$ cat src/rtl/branch_resolve_if.sv
// Execute-stage branch inputs and fetch-side redirect outputs; 0-cycle wiring only.
// The slave modport belongs to the resolver, the master modport to its driver.
interface branch_resolve_if;
    logic        stall;
    logic        ex_valid;
    logic [1:0]  ex_op;
    logic [31:0] ex_pc;
    logic [15:0] ex_imm;
    logic [25:0] ex_jaddr;
    logic [31:0] cne_result;
    logic [31:0] pc;
    logic        redirect;
    logic        flush;
    logic [15:0] taken_count;

    modport master (
        output stall, ex_valid, ex_op, ex_pc, ex_imm, ex_jaddr, cne_result,
        input  pc, redirect, flush, taken_count
    );

    modport slave (
        input  stall, ex_valid, ex_op, ex_pc, ex_imm, ex_jaddr, cne_result,
        output pc, redirect, flush, taken_count
    );
endinterface

$ cat src/rtl/branch_resolve.sv
// Resolves BEQ/BNE/J at execute and steers the fetch PC; 1-cycle latency from resolving edge.
// stall freezes all state (redirect drops); a taken redirect squashes younger work for FLUSH_CYCLES.
module branch_resolve #(
    parameter logic [31:0] RESET_PC     = 32'h0000_0000,
    parameter int          FLUSH_CYCLES = 2
) (
    input  logic            clk,
    input  logic            rst_n,
    branch_resolve_if.slave br
);
    typedef enum logic {RUN, FLUSH} state_t;

    localparam logic [1:0] CNT_INIT = 2'(FLUSH_CYCLES - 1);

    state_t      state_q, state_d;
    logic [1:0]  cnt_q, cnt_d;
    logic [31:0] pc_q, pc_d;
    logic        redirect_q, redirect_d;
    logic        flush_q, flush_d;
    logic [15:0] taken_cnt_q, taken_cnt_d;

    logic [31:0] ex_pc_plus4;
    logic [31:0] br_target;
    logic [31:0] j_target;
    logic [31:0] target;
    logic        cond_taken;
    logic        unused_cne;

    assign unused_cne  = ^br.cne_result[31:1];
    assign ex_pc_plus4 = br.ex_pc + 32'd4;
    assign br_target   = ex_pc_plus4 + {{14{br.ex_imm[15]}}, br.ex_imm, 2'b00};
    assign j_target    = {ex_pc_plus4[31:28], br.ex_jaddr, 2'b00};
    assign target      = (br.ex_op == 2'b11) ? j_target : br_target;

    always_comb begin
        cond_taken = 1'b0;
        case (br.ex_op)
            2'b01:   cond_taken = ~br.cne_result[0];
            2'b10:   cond_taken = br.cne_result[0];
            2'b11:   cond_taken = 1'b1;
            default: cond_taken = 1'b0;
        endcase
    end

    always_comb begin
        state_d     = state_q;
        cnt_d       = cnt_q;
        pc_d        = pc_q;
        redirect_d  = 1'b0;
        flush_d     = flush_q;
        taken_cnt_d = taken_cnt_q;
        if (!br.stall) begin
            case (state_q)
                RUN: begin
                    if (br.ex_valid && cond_taken) begin
                        pc_d       = target;
                        redirect_d = 1'b1;
                        flush_d    = 1'b1;
                        cnt_d      = CNT_INIT;
                        state_d    = FLUSH;
                        if (taken_cnt_q != 16'hFFFF)
                            taken_cnt_d = taken_cnt_q + 16'd1;
                    end else begin
                        pc_d    = pc_q + 32'd4;
                        flush_d = 1'b0;
                    end
                end
                FLUSH: begin
                    // Execute-stage inputs here belong to squashed shadow instructions.
                    pc_d = pc_q + 32'd4;
                    if (cnt_q == 2'd0) begin
                        flush_d = 1'b0;
                        state_d = RUN;
                    end else begin
                        cnt_d = cnt_q - 2'd1;
                    end
                end
                default: state_d = RUN;
            endcase
        end
    end

    always_ff @(posedge clk) begin
        if (!rst_n) begin
            state_q     <= RUN;
            cnt_q       <= 2'd0;
            pc_q        <= RESET_PC;
            redirect_q  <= 1'b0;
            flush_q     <= 1'b0;
            taken_cnt_q <= 16'd0;
        end else begin
            state_q     <= state_d;
            cnt_q       <= cnt_d;
            pc_q        <= pc_d;
            redirect_q  <= redirect_d;
            flush_q     <= flush_d;
            taken_cnt_q <= taken_cnt_d;
        end
    end

    assign br.pc          = pc_q;
    assign br.redirect    = redirect_q;
    assign br.flush       = flush_q;
    assign br.taken_count = taken_cnt_q;
endmodule

$ cat src/flat_wrapper.sv
// flat-port wrapper written by rule: the top's interface ports become plain ports
module branch_resolve_flat 
#(
    parameter logic [31:0] RESET_PC     = 32'h0000_0000,
    parameter int          FLUSH_CYCLES = 2
)
  (clk, rst_n, br_stall, br_ex_valid, br_ex_op, br_ex_pc, br_ex_imm, br_ex_jaddr, br_cne_result, br_pc, br_redirect, br_flush, br_taken_count);
  branch_resolve_if br_i ();
  input  logic clk;
  input  logic rst_n;
  input wire logic [$bits(br_i.stall)-1:0] br_stall;
  input wire logic [$bits(br_i.ex_valid)-1:0] br_ex_valid;
  input wire logic [$bits(br_i.ex_op)-1:0] br_ex_op;
  input wire logic [$bits(br_i.ex_pc)-1:0] br_ex_pc;
  input wire logic [$bits(br_i.ex_imm)-1:0] br_ex_imm;
  input wire logic [$bits(br_i.ex_jaddr)-1:0] br_ex_jaddr;
  input wire logic [$bits(br_i.cne_result)-1:0] br_cne_result;
  output wire logic [$bits(br_i.pc)-1:0] br_pc;
  output wire logic [$bits(br_i.redirect)-1:0] br_redirect;
  output wire logic [$bits(br_i.flush)-1:0] br_flush;
  output wire logic [$bits(br_i.taken_count)-1:0] br_taken_count;
  assign br_i.stall = br_stall;
  assign br_i.ex_valid = br_ex_valid;
  assign br_i.ex_op = br_ex_op;
  assign br_i.ex_pc = br_ex_pc;
  assign br_i.ex_imm = br_ex_imm;
  assign br_i.ex_jaddr = br_ex_jaddr;
  assign br_i.cne_result = br_cne_result;
  assign br_pc = br_i.pc;
  assign br_redirect = br_i.redirect;
  assign br_flush = br_i.flush;
  assign br_taken_count = br_i.taken_count;
  branch_resolve #(.RESET_PC(RESET_PC), .FLUSH_CYCLES(FLUSH_CYCLES)) u_core (.clk(clk), .rst_n(rst_n), .br(br_i));
endmodule
$ cat config.mk
export PLATFORM = sky130hd
export DESIGN_NAME = branch_resolve_flat
export DESIGN_NICKNAME = d
export VERILOG_FILES = /design/src/rtl/branch_resolve_if.sv /design/src/rtl/branch_resolve.sv /design/src/flat_wrapper.sv
export SDC_FILE = /design/constraint.sdc
export NUM_CORES = 1
export LEC_CHECK = 0
export CORE_UTILIZATION = 53
export CTS_BUF_LIST = sky130_fd_sc_hd__clkbuf_16
export DETAILED_ROUTE_END_ITERATION = 7
export GPL_ROUTABILITY_DRIVEN = 0
export HOLD_SLACK_MARGIN = 0.03
export PLACE_DENSITY = 0.88
export RECOVER_POWER = 50
export SKIP_LAST_GASP = 1
export SYNTH_ARGS = -nofsm -noshare
export SYNTH_HDL_FRONTEND = slang
export SYNTH_SLANG_ARGS = --single-unit
$ cat constraint.sdc
create_clock -name clk -period 7.3 [get_ports clk]
set_input_delay 0.73 -clock clk [delete_from_list [all_inputs] [get_ports clk]]
set_output_delay 0.73 -clock clk [all_outputs]
set_load 0.01 [all_outputs]
==> key figures, run 1 <==
Timing
  • Hold Violations, Final: 0
  • Fmax: 0.2453 GHz
  • Final WS setup: 3.223 ns
  • Part of the cycle the worst path needs: 55.84%
  • Unrepaired setup endpoints after global routing: no
  • Setup TNS: 0 ns
  • Max-slew violations: 41
  • Slew HR: -15.34%
  • Worst Clk Skew: roughly 0.0056 ns
  • Worst slew pin tran: 1.730 ns
  • Final setup fails: 0
  • Fin crit period: 4.077 ns

Placement
  • PortBufs: 130
  • DP Area: 6884 sq um
  • Final HPWL DP: between 10 and 15 mm
  • Pre-CTS setup slack: 3.017 ns

Worst setup path
  • Kind of critical path: in -> reg
  • Worst Path Required: 7.46 ns
  • CP Max Fanout: 6
  • CP endpoint kind: register
  • Flop2flop setup slack: ~4.0 ns
  • Data arrival, critical path: ~4.2 ns
  • Startpoint Class: primary input

Synth
  • Warnings, synthesis: 0
  • Post-synth top area share: 19.23%
  • Flops & latches, synth: 53
  • Main combinational cell family by area after synthesis: simple AND/OR/NAND/NOR gates
  • Ys async rst share: 0%
  • Cell taking the most area after synthesis: dfxtp_1
  • Adder-cell area share of the yosys netlist: 8.982%
  • Complex-gate fraction of the synthesized area: 27.19%
  • Post-synthesis mux area share: around 1.1%
  • XOR/XNOR Fraction of Synth Area: 9.685%
  • Synth area leaders: dfxtp_1 19%, ha_1 8.6%, a21oi_1 6.9%, xnor2_1 6.5%, nand2_1 5.0%
  • Synth unique cells: between 70 and 80
  • Instance count of the mapped netlist: 755
  • Mapped Area: 5517 sq um
  • Simple-gate share of the synthesized area: 29.80%
  • Post-synth EDFFs: 0
  • Top-count cell post-synth: a21oi_1
  • Syn_area_per_cell: 7.307 sq um
  • Post-synthesis sequential area ratio: 19.23%
  • Top FF cell, synth: dfxtp_1
  • Post-Syn Nets: 906
  • Post-synth top cells: 76 x a21oi_1, 74 x nand2_1, 56 x nor2_1

Power and ir drop
  • Leak Pwr: about 2.9 nW
  • Peak VDD IR: 0.0001088 V
  • Internal: ~620 uW
  • Switch share: between 30% and 40%
  • Power after layout: 930.5 uW
  • Register share of total power: about a third
  • Clk network pwr share: approximately 29%
  • Sw power: 312.2 uW
  • Power density over the cells: 132.0 nW/um^2
  • Combinational share of power: between 30 and 40%

Clocking
  • Clock slew at reported path FFs: 0.07 ns
  • Htree depth: 2
  • Clock net sink count: 53
  • CTS Buf Count: 5
  • Post-CTS sizing: 0
  • Worst-Skew Late Latency: 0.29 ns
  • Clk buf depth: 2
  • CTS Hold Bufs: 0
  • Post CTS Setup Buffer Count: 0
  • CTS root buffer: clkbuf_16
  • CTS tree: done

Hold path
  • HP Class: reg -> reg

Floorplanning
  • Core ar.: 9910 sq um
  • Die extent in x: 104.0 um
  • Core Rows: 36
  • Starting density of the core: 55.67%
  • Boundary pin count: 162
  • Chip Height: 104.0 um
  • Die Area: 10,820 sq um

Detailed routing
  • Drt via density: just over 6
  • Vias: 6,211
  • Routed len/inst: 16.09 um
  • Post-route ant nets: 0
  • DR pass1 iterations: 5
  • DRC viols: 0
  • Initial DRC count: ~490
  • WL final: 16.09 mm

Global routing
  • Largest net degree at the start of global routing: 59
  • Gr usage total: approximately 29%
  • First-pass GRT wire length: 26.52 mm
  • Gr ovfl total: 0
  • Vias in the first global route: between 5,000 and 6,000
  • Antenna violations before repair: 0

Run status
  • Outcome: finished, violations left
  • Failing checks: capacitance limit, slew limit

Cells and area
  • P&R area growth vs syn: 27.76%
  • Core Util, Final: 71.12%
  • Design Area, Final: 7048 sq um
  • Layout cell share with drive strength beyond 1: under 10%
  • Nets@finish: between 1,000 and 1,500
  • Inserted Diodes: 0

Job
  • Max Cap Violations: 1
[through the flow]
| step | hold slack, ns | std cells |
|---|---|---|
| global placement | 0.4465 | 992 |
| global route | 0.5004 | 1000 |
| detailed placement | 0.4682 | 992 |
| finish | 0.4687 | 1000 |
| floorplan | 0.4562 | 755 |
| CTS | 0.4778 | 1000 |
[per-layer routing]
layer  share of wire (%)  GRT usage (%)  vias to the layer above  routed length [um]
met5                   0              0                        -                   0
met4                 1.7          9.082                        0                 278
met3                 9.0          3.446                       28                1444
met2                  47          49.52                      332                7485
met1                  43          38.41                     2853                6879
li1                    -              -                     2998                   -
[flip-flops by register name, summed over array words and instances (netlist names)]
register,flops
u_core.cnt_q,2
u_core.br.pc,32
u_core.state_q,1
u_core.br.taken_count,16
u_core.br.flush,1
u_core.br.redirect,1
[power by group through the flow]
stage               registers (mW)  clock network, mW  logic, mW
floorplan                    0.326                  0      0.210
global placement             0.323                  0      0.328
detailed placement           0.324                  0      0.339
CTS                          0.317              0.272      0.341
global route                 0.319              0.282      0.372
finish                       0.317              0.270      0.343
[path summary, 6_finish.rpt]
check / from / to / cells after the start
min reg2reg: u_core.br.pc[1] / u_core.br.pc[1] / 2
min: u_core.br.pc[1] / u_core.br.pc[1] / 2
max: br_ex_pc[4] / u_core.br.pc[28] / 14
max reg2reg: u_core.state_q / u_core.br.pc[31] / 7
[kinds of logic after synthesis]
family                   after synthesis
adder cells (fa/ha/maj)               39
AO/OA/AOI/OAI                        237
flip-flops                            53
AND/OR/NAND/NOR                      305
buffers and inverters                 54
multiplexers                           6
XOR/XNOR                              61
[cells in the final DEF (no fill, tap or decap), drive strengths merged, types with 22 or more instances in the layout]
cell	n
and3	27
clkdlybuf4s50	80
a21oi	79
nand2	76
o21ai	57
ha	38
nand3	51
nand4	22
dfxtp	53
inv	25
nor2	61
dlygate4sd3	50
xnor2	41
[cell type report]
type	instances	area (sq um)
sequential	53	1061
timing repair buffer	134	1328
clock inverter	3	42.54
multi-input combinational	648	4235
tap	133	166.4
clock buffer	5	125.1
inverter	24	90.09
fill	813	2861
[critical path, cell delays in order]
cell and delay [ns]:
clkdlybuf4s50_1 0.56, and4_4 0.29, nand4_2 0.20, nor2_1 0.20
xor2_1 0.21, ha_1 0.30, a21oi_1 0.20, o2111ai_1 0.14
a31oi_1 0.30, a21oi_1 0.15, o21ai_1 0.22, nand3_1 0.16
a2111oi_0 0.54, a211oi_2 0.06
(Power assumes the default switching activity.)
==> inputs of run 2 (changes only) <==
--- a/config.mk
+++ b/config.mk
@@ -5,12 +5,12 @@
 export SDC_FILE = /design/constraint.sdc
 export NUM_CORES = 1
 export LEC_CHECK = 0
-export CORE_UTILIZATION = 53
+export CORE_UTILIZATION = 49
 export CTS_BUF_LIST = sky130_fd_sc_hd__clkbuf_16
 export DETAILED_ROUTE_END_ITERATION = 7
 export GPL_ROUTABILITY_DRIVEN = 0
 export HOLD_SLACK_MARGIN = 0.03
-export PLACE_DENSITY = 0.88
+export PLACE_DENSITY = 0.82
 export RECOVER_POWER = 50
 export SKIP_LAST_GASP = 1
 export SYNTH_ARGS = -nofsm -noshare
==> constraint.sdc (replaced) <==
create_clock -name clk -period 4.1 [get_ports clk]
set_input_delay 0.41 -clock clk [delete_from_list [all_inputs] [get_ports clk]]
set_output_delay 0.41 -clock clk [all_outputs]
set_load 0.01 [all_outputs]
==> run 2 against run 1 <==
The run now ends clean. Setup slack got worse by 2.8 ns. Core utilization fell by 6.2 points. Flip-flop and latch count did not move. Critical endpoint is now u_core.br.pc[26].
==> key figures, run 2 (synthesis gave the netlist of run 1 again) <==
Floorplanning
  • Core ar.: 10,890 sq um (+9.9%)
  • Die Area: 11,690 sq um (+8.0%)
  • Core Rows: 38 (+5.6%)
  • Chip Height: 108.1 um (+3.9%)
  • Die extent in x: 108.1 um (+3.9%)
  • Starting density of the core: 50.67% (-5.0 points)
  • Boundary pin count: 162 (unchanged)

Cells and area
  • Design Area, Final: 7068 sq um (+0.28%)
  • Commonest non-fill, non-tap cells in the layout: 80 x clkdlybuf4s50_1, 76 x a21oi_1, 74 x nand2_1, 57 x nor2_1, 53 x dfxtp_1
  • Cell Count, Final, Fillers Out: 1,009 (+0.90%)
  • Layout cell share with drive strength beyond 1: 5.524% (+0.22 points)
  • P&R area growth vs syn: 28.12%
  • Max reg flops: 32 (unchanged)
  • Commonest non-fill, non-tap cell in the layout: clkdlybuf4s50_1
  • Nets@finish: 1,019 (+0.20%)
  • Inserted Diodes: 0 (unchanged)

Timing
  • Worst Clk Skew: 0.004302 ns (-0.001324 ns)
  • Setup TNS: 0 ns (unchanged)
  • Hold Violations, Final: 0 (unchanged)
  • Max-slew violations: 0 (-100%)
  • Slew HR: 43.34% (+59 points)
  • Unrepaired setup endpoints after global routing: no
  • Fmax: 0.2705 GHz
  • Part of the cycle the worst path needs: 90.18%
  • Worst slew pin tran: 0.8499 ns (-0.8802 ns)
  • Fin crit period: around 3.7 ns
  • Final setup fails: 0 (unchanged)

Clocking
  • Worst-Skew Late Latency: 0.29 ns (about the same)
  • CTS root buffer: clkbuf_16
  • Clk buf depth: 2 (unchanged)
  • Post-CTS sizing: 0 (unchanged)
  • CTS Buf Count: 5 (unchanged)
  • Clock slew at reported path FFs: 0.07 ns (about the same)
  • Post CTS Setup Buffer Count: 0 (unchanged)
  • CTS Hold Bufs: 0 (unchanged)
  • CTS tree: done
  • Clock net sink count: 53 (unchanged)
  • Htree depth: 2 (unchanged)

Power and ir drop
  • Sw power: 551.9 uW (+77%)
  • Peak VDD IR: 0.0001763 V (+62%)
  • Combinational share of power: 36.8% (about the same)
  • Switch share: 33.39% (-0.16 points)
  • Leak Pwr: 2.914 nW (+0.46%)
  • Internal: 1.101 mW (+78%)
  • Clk network pwr share: 29.0% (about the same)
  • Power density over the cells: 233.9 nW/um^2 (+77%)
  • Register share of total power: 34.2% (about the same)

Job
  • Max Cap Violations: 0 (-1)

Hold path
  • Min-Delay Path Depth: 2 (unchanged)
  • HP Class: reg -> reg
  • Worst hold start: u_core.br.pc[1]
  • Hold Path End: u_core.br.pc[1]

Placement
  • DP Area: 6908 sq um (+0.35%)
  • Placed insts: 1,001 (+0.91%)
  • Final HPWL DP: 12.81 mm (+2.5%)
  • PortBufs: 130 (unchanged)

Global routing
  • Gr usage total: 27.30% (-1.9 points)
  • Met3 GRT Util: 2.230% (-1.2 points)
  • Grt met1 use: 34.66% (-3.7 points)
  • Largest net degree at the start of global routing: 44 (-25%)
  • Gr ovfl total: 0 (unchanged)
  • First-pass GRT wire length: 25.99 mm (-2.0%)
  • Met2 GRT Util: 49.00% (-0.52 points)
  • Most used routing layer: met2
  • Antenna violations before repair: 0 (unchanged)
  • Vias in the first global route: 5,645 (+0.27%)

Worst setup path
  • Most used cell along the critical path: a21oi_1
  • Startpoint Class: primary input
  • CP Max Fanout: 6 (unchanged)
  • Worst Path Required: 4.32 ns (-3.14 ns)
  • Delay of the slowest cell on the worst path: 0.55 ns (about the same)
  • Data arrival, critical path: 3.92 ns (-0.32 ns)
  • Critical-path top delay cell: clkdlybuf4s50_1
  • Critical path, cell by cell: clkdlybuf4s50_1 -> and4_4 -> nand4_2 -> nor2_1 -> xor2_1 -> ha_1 -> a21oi_1 -> o2111ai_1 -> a31oi_1 -> a21oi_1 -> o41ai_2 -> mux2i_1 -> o31ai_1 -> a21boi_1
  • R2R Path Start: u_core.state_q
  • Flop2flop setup slack: 1.23 ns (-2.80 ns)
  • Reg2reg path depth: 8 (+1)
  • Kind of critical path: in -> reg
  • CP endpoint kind: register
  • R2R Path End: u_core.br.taken_count[10]

Run status
  • Outcome: complete, no violations

Detailed routing
  • Routed len/inst: 15.97 um (-0.76%)
  • Drt via density: 6.032 (-2.9%)
  • Vias: 6,086 (-2.0%)
  • DR pass1 iterations: 6 (+1)
  • DRC viols: 0 (unchanged)
  • WL final: 16.11 mm (+0.13%)
  • Post-route ant nets: 0 (unchanged)
  • Initial DRC count: 417 (-14%)
## run 2: cell types whose count changed in the layout (fill, tap and decap cells not counted)
cell,previous run,this run
buf_4,3,6
clkbuf_1,1,0
nor2_1,56,57
nor2_4,2,1
## run 2: how the worst max path moves through the flow
stage / to / cells after the start / from / slack [ns]
floorplan: u_core.br.pc[31] / 14 / br_ex_pc[5] / 1.09
global placement: u_core.br.pc[31] / 14 / br_ex_pc[4] / 0.23
CTS: u_core.br.pc[30] / 14 / br_ex_pc[4] / 0.45
global route: u_core.br.pc[28] / 14 / br_ex_pc[4] / 0.15
finish: u_core.br.pc[26] / 14 / br_ex_pc[4] / 0.40
detailed placement: u_core.br.pc[30] / 14 / br_ex_pc[4] / 0.16
## run 2: metrics by stage
| step | util (%) | hold slack [ns] | worst slack, ns | power, mW |
|---|---|---|---|---|
| after floorplan | - | 0.4562 | 1.092 | 0.9539 |
| after global placement | 63.45 | 0.4600 | 0.2333 | 1.164 |
| after detailed placement | 63.45 | 0.4668 | 0.1601 | 1.182 |
| after CTS | 64.99 | 0.4764 | 0.4502 | 1.658 |
| after global routing | 64.92 | 0.5064 | 0.1464 | 1.739 |
| final | 64.92 | 0.4805 | 0.4026 | 1.653 |
## run 2: layout make-up
cell class | instances | area, sq um
multi-input cells | 648 | 4228
fillers | 950 | 3820
repair buffers | 136 | 1346
flip-flops and latches | 53 | 1061
well taps | 140 | 175.2
clock buffers | 5 | 125.1
inverters | 24 | 90.09
clock inverters | 3 | 42.54
## run 2: power by group through the flow
stage / registers [mW] / logic (mW) / clock network [mW]
floorplan: 0.580 / 0.374 / 0
global placement: 0.576 / 0.589 / 0
detailed placement: 0.577 / 0.604 / 0
CTS: 0.566 / 0.608 / 0.485
global route: 0.569 / 0.663 / 0.507
finish: 0.566 / 0.608 / 0.479
## run 2: worst max-delay path, delay by kind of cell
kind / cells / cell delay, ns
multiplexers: 1 / 0.27
XOR/XNOR: 1 / 0.21
AND/OR/NAND/NOR: 3 / 0.65
adder cells (fa/ha/maj): 1 / 0.30
buffers and inverters: 1 / 0.55
AO/OA/AOI/OAI: 7 / 1.51
## run 2: metal layers
metal	routed length (um)	share of wire, %
met1	6883	43
met4	320	2.0
met3	1088	6.8
met2	7816	49
met5	0	0
==> inputs of run 3 (changes only) <==
--- a/config.mk
+++ b/config.mk
@@ -7,6 +7,7 @@
 export LEC_CHECK = 0
 export CORE_UTILIZATION = 49
 export CTS_BUF_LIST = sky130_fd_sc_hd__clkbuf_16
+export CTS_CLUSTER_DIAMETER = 150
 export DETAILED_ROUTE_END_ITERATION = 7
 export GPL_ROUTABILITY_DRIVEN = 0
 export HOLD_SLACK_MARGIN = 0.03
==> results of run 3 <==
The final DEF is identical to that of run 2; final timing and power are the same.
